### src/rtl/uart_transmit_if.sv
// Byte handshake and serial line bundle for the UART transmitter.
// The slave modport is the transmitter. The master modport is whatever feeds it bytes and watches the line.
interface uart_transmit_if #(
    parameter int DATA_BITS = 8
);
    logic [DATA_BITS-1:0] tx_data;
    logic                 tx_valid;
    logic                 tx_ready;
    logic                 serial_data_out;
    logic                 tx_busy;
    logic                 tx_done;

    modport master (
        output tx_data,
        output tx_valid,
        input  tx_ready,
        input  serial_data_out,
        input  tx_busy,
        input  tx_done
    );

    modport slave (
        input  tx_data,
        input  tx_valid,
        output tx_ready,
        output serial_data_out,
        output tx_busy,
        output tx_done
    );
endinterface

### src/rtl/uart_transmit.sv
// UART transmitter: a one-entry holding buffer feeds a start/data/parity/stop framer.
// Every bit lasts OVERSAMPLE clocks of the shared 16x receive clock.
// All outputs are registered. tx_ready is the only exception, and it is just the inverse of one flop.
//
// state    | meaning
// ---------+--------------------------------------------------------------
// S_IDLE   | line high, waiting for the holding buffer to fill
// S_START  | start bit (line low) for OVERSAMPLE cycles
// S_DATA   | DATA_BITS data bits, LSB first, OVERSAMPLE cycles each
// S_PARITY | optional even/odd parity bit for OVERSAMPLE cycles
// S_STOP   | STOP_BITS*OVERSAMPLE cycles of line high, then reload or idle
module uart_transmit #(
    parameter int OVERSAMPLE = 16,
    parameter int DATA_BITS  = 8,
    parameter int PARITY     = 0,
    parameter int STOP_BITS  = 1
) (
    input  logic              tx_sample_clk,
    input  logic              reset_n,
    uart_transmit_if.slave    bus
);

    localparam int SW         = (OVERSAMPLE > 1) ? $clog2(OVERSAMPLE) : 1;
    localparam int STOP_TOTAL = STOP_BITS * OVERSAMPLE;
    localparam int STW        = (STOP_TOTAL > 1) ? $clog2(STOP_TOTAL) : 1;
    localparam int BW         = (DATA_BITS > 1) ? $clog2(DATA_BITS) : 1;

    localparam logic [SW-1:0]  SAMPLE_LAST = SW'(OVERSAMPLE - 1);
    localparam logic [STW-1:0] STOP_LAST   = STW'(STOP_TOTAL - 1);
    localparam logic [BW-1:0]  BIT_LAST    = BW'(DATA_BITS - 1);

    typedef enum logic [2:0] {
        S_IDLE   = 3'd0,
        S_START  = 3'd1,
        S_DATA   = 3'd2,
        S_PARITY = 3'd3,
        S_STOP   = 3'd4
    } state_t;

    state_t               r_state;
    logic [SW-1:0]        r_sample_cnt;
    logic [STW-1:0]       r_stop_cnt;
    logic [BW-1:0]        r_bit_cnt;
    logic [DATA_BITS-1:0] r_shift;
    logic                 r_parity_bit;
    logic                 r_line;
    logic                 r_busy;
    logic                 r_done;

    logic [DATA_BITS-1:0] r_buf;
    logic                 r_buf_full;

    logic w_accept;
    logic w_sample_last;
    logic w_stop_last;
    logic w_load;
    logic w_parity_bit;

    // Accept is gated by the buffer being empty, so it can never coincide with a load.
    assign w_accept      = bus.tx_valid && !r_buf_full;
    assign w_sample_last = (r_sample_cnt == SAMPLE_LAST);
    assign w_stop_last   = (r_stop_cnt == STOP_LAST);
    // Load from idle, or straight from the final stop cycle so that back-to-back frames have no gap.
    assign w_load        = r_buf_full && ((r_state == S_IDLE) ||
                                          ((r_state == S_STOP) && w_stop_last));
    // Even parity is the XOR of the data bits. Odd parity is its inverse.
    assign w_parity_bit  = (^r_buf) ^ (PARITY == 2);

    assign bus.tx_ready        = !r_buf_full;
    assign bus.serial_data_out = r_line;
    assign bus.tx_busy         = r_busy;
    assign bus.tx_done         = r_done;

    // Holding buffer: fill on accept, empty when the framer takes the byte.
    always_ff @(posedge tx_sample_clk or negedge reset_n) begin
        if (!reset_n) begin
            r_buf      <= '0;
            r_buf_full <= 1'b0;
        end else if (w_accept) begin
            r_buf      <= bus.tx_data;
            r_buf_full <= 1'b1;
        end else if (w_load) begin
            r_buf_full <= 1'b0;
        end
    end

    // Framer FSM. The line value for the next bit is registered on the edge that enters that bit.
    always_ff @(posedge tx_sample_clk or negedge reset_n) begin
        if (!reset_n) begin
            r_state      <= S_IDLE;
            r_sample_cnt <= '0;
            r_stop_cnt   <= '0;
            r_bit_cnt    <= '0;
            r_shift      <= '0;
            r_parity_bit <= 1'b0;
            r_line       <= 1'b1;
            r_busy       <= 1'b0;
            r_done       <= 1'b0;
        end else begin
            r_done <= 1'b0;
            case (r_state)
                S_IDLE: begin
                    r_line <= 1'b1;
                    if (w_load) begin
                        r_state      <= S_START;
                        r_shift      <= r_buf;
                        r_parity_bit <= w_parity_bit;
                        r_sample_cnt <= '0;
                        r_line       <= 1'b0;
                        r_busy       <= 1'b1;
                    end
                end

                S_START: begin
                    if (w_sample_last) begin
                        r_sample_cnt <= '0;
                        r_bit_cnt    <= '0;
                        r_state      <= S_DATA;
                        r_line       <= r_shift[0];
                    end else begin
                        r_sample_cnt <= r_sample_cnt + SW'(1);
                    end
                end

                S_DATA: begin
                    if (w_sample_last) begin
                        r_sample_cnt <= '0;
                        r_shift      <= r_shift >> 1;
                        if (r_bit_cnt == BIT_LAST) begin
                            if (PARITY != 0) begin
                                r_state <= S_PARITY;
                                r_line  <= r_parity_bit;
                            end else begin
                                r_state    <= S_STOP;
                                r_stop_cnt <= '0;
                                r_line     <= 1'b1;
                            end
                        end else begin
                            r_bit_cnt <= r_bit_cnt + BW'(1);
                            r_line    <= r_shift[1];
                        end
                    end else begin
                        r_sample_cnt <= r_sample_cnt + SW'(1);
                    end
                end

                S_PARITY: begin
                    if (w_sample_last) begin
                        r_sample_cnt <= '0;
                        r_stop_cnt   <= '0;
                        r_state      <= S_STOP;
                        r_line       <= 1'b1;
                    end else begin
                        r_sample_cnt <= r_sample_cnt + SW'(1);
                    end
                end

                S_STOP: begin
                    if (w_stop_last) begin
                        r_done     <= 1'b1;
                        r_stop_cnt <= '0;
                        if (w_load) begin
                            r_state      <= S_START;
                            r_shift      <= r_buf;
                            r_parity_bit <= w_parity_bit;
                            r_sample_cnt <= '0;
                            r_line       <= 1'b0;
                        end else begin
                            r_state <= S_IDLE;
                            r_busy  <= 1'b0;
                            r_line  <= 1'b1;
                        end
                    end else begin
                        r_stop_cnt <= r_stop_cnt + STW'(1);
                    end
                end

                default: begin
                    r_state <= S_IDLE;
                    r_busy  <= 1'b0;
                    r_line  <= 1'b1;
                end
            endcase
        end
    end

endmodule

### src/flat_wrapper.sv
// flat-port wrapper written by rule: the top's interface ports become plain ports
module uart_transmit_flat 
#(
    parameter int OVERSAMPLE = 16,
    parameter int DATA_BITS  = 8,
    parameter int PARITY     = 0,
    parameter int STOP_BITS  = 1
)
  (tx_sample_clk, reset_n, bus_tx_data, bus_tx_valid, bus_tx_ready, bus_serial_data_out, bus_tx_busy, bus_tx_done);
  uart_transmit_if #(.DATA_BITS(DATA_BITS)) bus_i ();
  input  logic tx_sample_clk;
  input  logic reset_n;
  input wire logic [$bits(bus_i.tx_data)-1:0] bus_tx_data;
  input wire logic [$bits(bus_i.tx_valid)-1:0] bus_tx_valid;
  output wire logic [$bits(bus_i.tx_ready)-1:0] bus_tx_ready;
  output wire logic [$bits(bus_i.serial_data_out)-1:0] bus_serial_data_out;
  output wire logic [$bits(bus_i.tx_busy)-1:0] bus_tx_busy;
  output wire logic [$bits(bus_i.tx_done)-1:0] bus_tx_done;
  assign bus_i.tx_data = bus_tx_data;
  assign bus_i.tx_valid = bus_tx_valid;
  assign bus_tx_ready = bus_i.tx_ready;
  assign bus_serial_data_out = bus_i.serial_data_out;
  assign bus_tx_busy = bus_i.tx_busy;
  assign bus_tx_done = bus_i.tx_done;
  uart_transmit #(.OVERSAMPLE(OVERSAMPLE), .DATA_BITS(DATA_BITS), .PARITY(PARITY), .STOP_BITS(STOP_BITS)) u_core (.tx_sample_clk(tx_sample_clk), .reset_n(reset_n), .bus(bus_i));
endmodule
### config.mk
export PLATFORM = sky130hd
export DESIGN_NAME = uart_transmit_flat
export DESIGN_NICKNAME = d
export VERILOG_FILES = /design/src/rtl/uart_transmit_if.sv /design/src/rtl/uart_transmit.sv /design/src/flat_wrapper.sv
export SDC_FILE = /design/constraint.sdc
export NUM_CORES = 1
export LEC_CHECK = 0
export ABC_AREA = 1
export BUFFER_PORTS_ARGS = -buffer_cell sky130_fd_sc_hd__clkbuf_2
export CORE_ASPECT_RATIO = 1.4
export CORE_MARGIN = 1
export CORE_UTILIZATION = 59
export CTS_CLUSTER_SIZE = 25
export DETAILED_ROUTE_END_ITERATION = 8
export PLACE_DENSITY = 0.89
export SETUP_SLACK_MARGIN = 0.2
export SYNTH_ARGS = -nofsm -noshare
export SYNTH_HDL_FRONTEND = slang
export SYNTH_SLANG_ARGS = --single-unit
### constraint.sdc
create_clock -name tx_sample_clk -period 2.55 [get_ports tx_sample_clk]
set_input_delay 0.3825 -clock tx_sample_clk [delete_from_list [all_inputs] [get_ports tx_sample_clk]]
set_output_delay 0.3825 -clock tx_sample_clk [all_outputs]
set_load 0.01 [all_outputs]
==> flow_summary.toml <==
[run_status]
status = "finished clean"

[synthesis]
yosysTopAreaCell = "dfrtp_1"
synthTopCellsByCount = "nand2_1, dfrtp_1, nand3_1"
synth_top_flop_cell = "dfrtp_1"
synthTopCellsByArea = "dfrtp_1, nand2_1, nand3_1"
synth_top_area_share_pct = 48.5
async_flop_share_pct = 100
synth_fp_nets = 216
synth-edff-count = 0
syn_area_um2 = 1700
yosysUniqueCellTypes = 25
syn-instance-count = 201
synth.most_common_cell = "nand2_1"
avgSynthCellArea_um2 = 8.47
yosysSeqAreaShare_pct = 50.1
yosys_warnings = 0
ys_ff_latch = 34

[worst_setup_path]
reg2reg_depth = 8
critPathLaunch = "u_core.r_state[2]"
slowest_stage = "dfrtp_1"
crit_required_ns = 2.79
critPathTopFamily = "simple AND/OR/NAND/NOR gates"
crit_cells = 8
rrSetupSlack_ns = 0.92
slowest_delay_ns = 0.48
cp.arrival_ns = 1.87
cp-end-kind = "flip-flop"
path_cells = "nor2_2, nand2_2, inv_2, nand2_2, nand2_1, nand2_2, nand2_1, o21ai_1"
worstSetupPathType = "flip-flop to flip-flop"
cp.buffers_inverters = 1
crit_path_end = "u_core.r_bit_cnt[0]"
startpoint_type = "flip-flop"
path_max_fanout = 12
worstReg2RegStart = "u_core.r_state[2]"
reg2reg_to = "u_core.r_bit_cnt[0]"
cp_common_cell = "nand2_2"

[global_route]
use_met2_pct = 38.7
gr-max-usage-layer = "met2"
grt_pass1_wl_mm = 5.30
grt_use_total_pct = 24.5
grt_use_met3_pct = 7.42
antenna_found_initial = 0
grt_pass1_vias = 1266
use_met1_pct = 30.1
grt_max_degree = 35
grt.overflow.total = 0

[drt]
via_per_inst = 5.36
firstDrtPassIters = 4
postRouteAntennaNets = 0
drtIter0Drc = 64
wl_per_cell_um = 11.9
drc_errors = 0
wl_mm = 3.07
via_count = 1383

[clock_tree]
path_clk_slew_ns = 0.10
cts_buffers = 5
post_cts_buffers = 0
root_buffer = "clkbuf_4"
clock_path_buffers = 2
cts-htree-levels = 2
post_cts_resized = 0
cts_tree = "built"
hold_buffers = 0
clock_sinks = 34
insertion_delay_ns = 0.34

[floorplanning]
dieArea_um2 = 3110
die_w_um = 47.4
dieHeight_um = 65.5
start_util_pct = 63.7
core_um2 = 2670
fp-row-count = 22
ioPinCount = 15

[final_layout]
fillers = 233
diodes = 0
syn2layout_area_growth_pct = 9.63
drive_above_1_share_pct = 22.1
final_net_count = 236

[timing]
whs_ns = 0.109
drv_slew = 0
tns_ns = 0
hold_violations = 0
max_slew_margin_pct = 45.2
final.min_clock_period_ns = 1.63
rsz0062_at_grt = "false"
tightest_slew_ns = 0.822
skew_ns = 0.0140
final.period_utilization_pct = 63.8
setup_viol_count_final = 0
max_freq_ghz = 0.614

[pwr]
seq_power_share_pct = 61.7
switching_share_pct = 23.1
power.switching_w = 0.000228
cell_internal_pwr_w = 0.000759
p_leak_nw = 1.00
p_clk_share_pct = 31.2
vdd_drop_max_v = 0.000460
p_comb_share_pct = 7.1
cellPowerDensity_nw_per_um2 = 529

[worst_hold_path]
hp-class = "input pin to asynchronous set/reset pin"

[placement]
gp_congestion = 0.842
portBuffers = 14
hpwl_mm = 2.18

[job]
max_cap_viol_count = 0
-- registers in the layout (all words and copies together), names as in the netlist --
name and flops:
u_core.r_buf 8, u_core.r_shift 8, u_core.r_sample_cnt 4, u_core.r_stop_cnt 4
u_core.r_bit_cnt 3, u_core.r_state 3, u_core.bus.serial_data_out 1, u_core.bus.tx_busy 1
u_core.bus.tx_done 1, u_core.r_buf_full 1
-- final cells by class --
| class | count | area, µm² | area share, % |
|---|---|---|---|
| timing repair buffer | 14 | 70.1 | 3.76 |
| clock inverter | 1 | 5.00 | 0.268 |
| tap | 36 | 45.0 | 2.41 |
| multi-input combinational | 151 | 782 | 41.9 |
| clock buffer | 7 | 55.1 | 2.95 |
| inverter | 15 | 56.3 | 3.02 |
| sequential | 34 | 852 | 45.7 |
-- routing by layer --
metal,part of all wire [%],vias to the layer above
li1,-,691
met1,43,664
met2,51,23
met3,3.5,5
met4,1.9,0
met5,0,-
-- placed cells by master (no fill, tap or decap), drive strengths merged --
master	Yosys	final
or2	2	2
a21oi	2	2
xor2	1	1
nand3	24	24
dfstp	1	1
inv	15	15
nand2	83	83
nand3b	1	1
nor2	12	12
ha	4	4
dfrtp	33	33
nand4	2	2
clkbuf	0	21
a31o	1	1
xnor2	1	1
mux2	7	7
o21ai	11	11
clkinv	0	1
-- cell families after synthesis --
| logic type | Yosys count | synth area share [%] |
|---|---|---|
| compound gates | 14 | 4.34 |
| xor+xnor | 2 | 1.03 |
| fa+ha+maj | 4 | 2.94 |
| buf+inv | 16 | 3.97 |
| flops | 34 | 50.1 |
| mux | 7 | 4.63 |
| simple gates | 124 | 33.0 |
-- how the worst min path moves through the flow --
stage	endpoint	cells after the start
2_1_floorplan	u_core.bus.tx_busy	0
3_3_place_gp	u_core.r_shift[0]	2
3_5_place_dp	u_core.r_shift[4]	2
4_1_cts	u_core.r_stop_cnt[1]	1
5_1_grt	u_core.r_bit_cnt[0]	1
6_report	u_core.r_stop_cnt[1]	1
-- metrics by stage --
stage	instances	instance area, µm²	setup WS, ns	utilization [%]	power [W]
finish	258	1870	0.922	69.9	0.000986
floorplan	201	1700	1.23	-	0.000659
global placement	250	1810	0.970	67.6	0.000685
CTS	258	1870	0.938	69.9	0.000995
detailed placement	250	1810	0.949	67.6	0.000691
global route	258	1870	0.826	69.9	0.00103
-- power groups by stage --
stage	Sequential, W	Combinational (W)	Clock [W]
floorplan	0.000612	0.0000463	0
finish	0.000608	0.0000703	0.000308
CTS	0.000609	0.0000716	0.000314
detailed placement	0.000620	0.0000711	0
global placement	0.000617	0.0000680	0
global route	0.000613	0.0000765	0.000343
-- worst reg2reg max path: stages (launching register included) --
cell	delay (ns)
dfrtp_1	0.48
nor2_2	0.21
nand2_2	0.21
inv_2	0.23
nand2_2	0.11
nand2_1	0.08
nand2_2	0.09
nand2_1	0.07
o21ai_1	0.05
No activity file was read; power rests on OpenSTA's default activity.
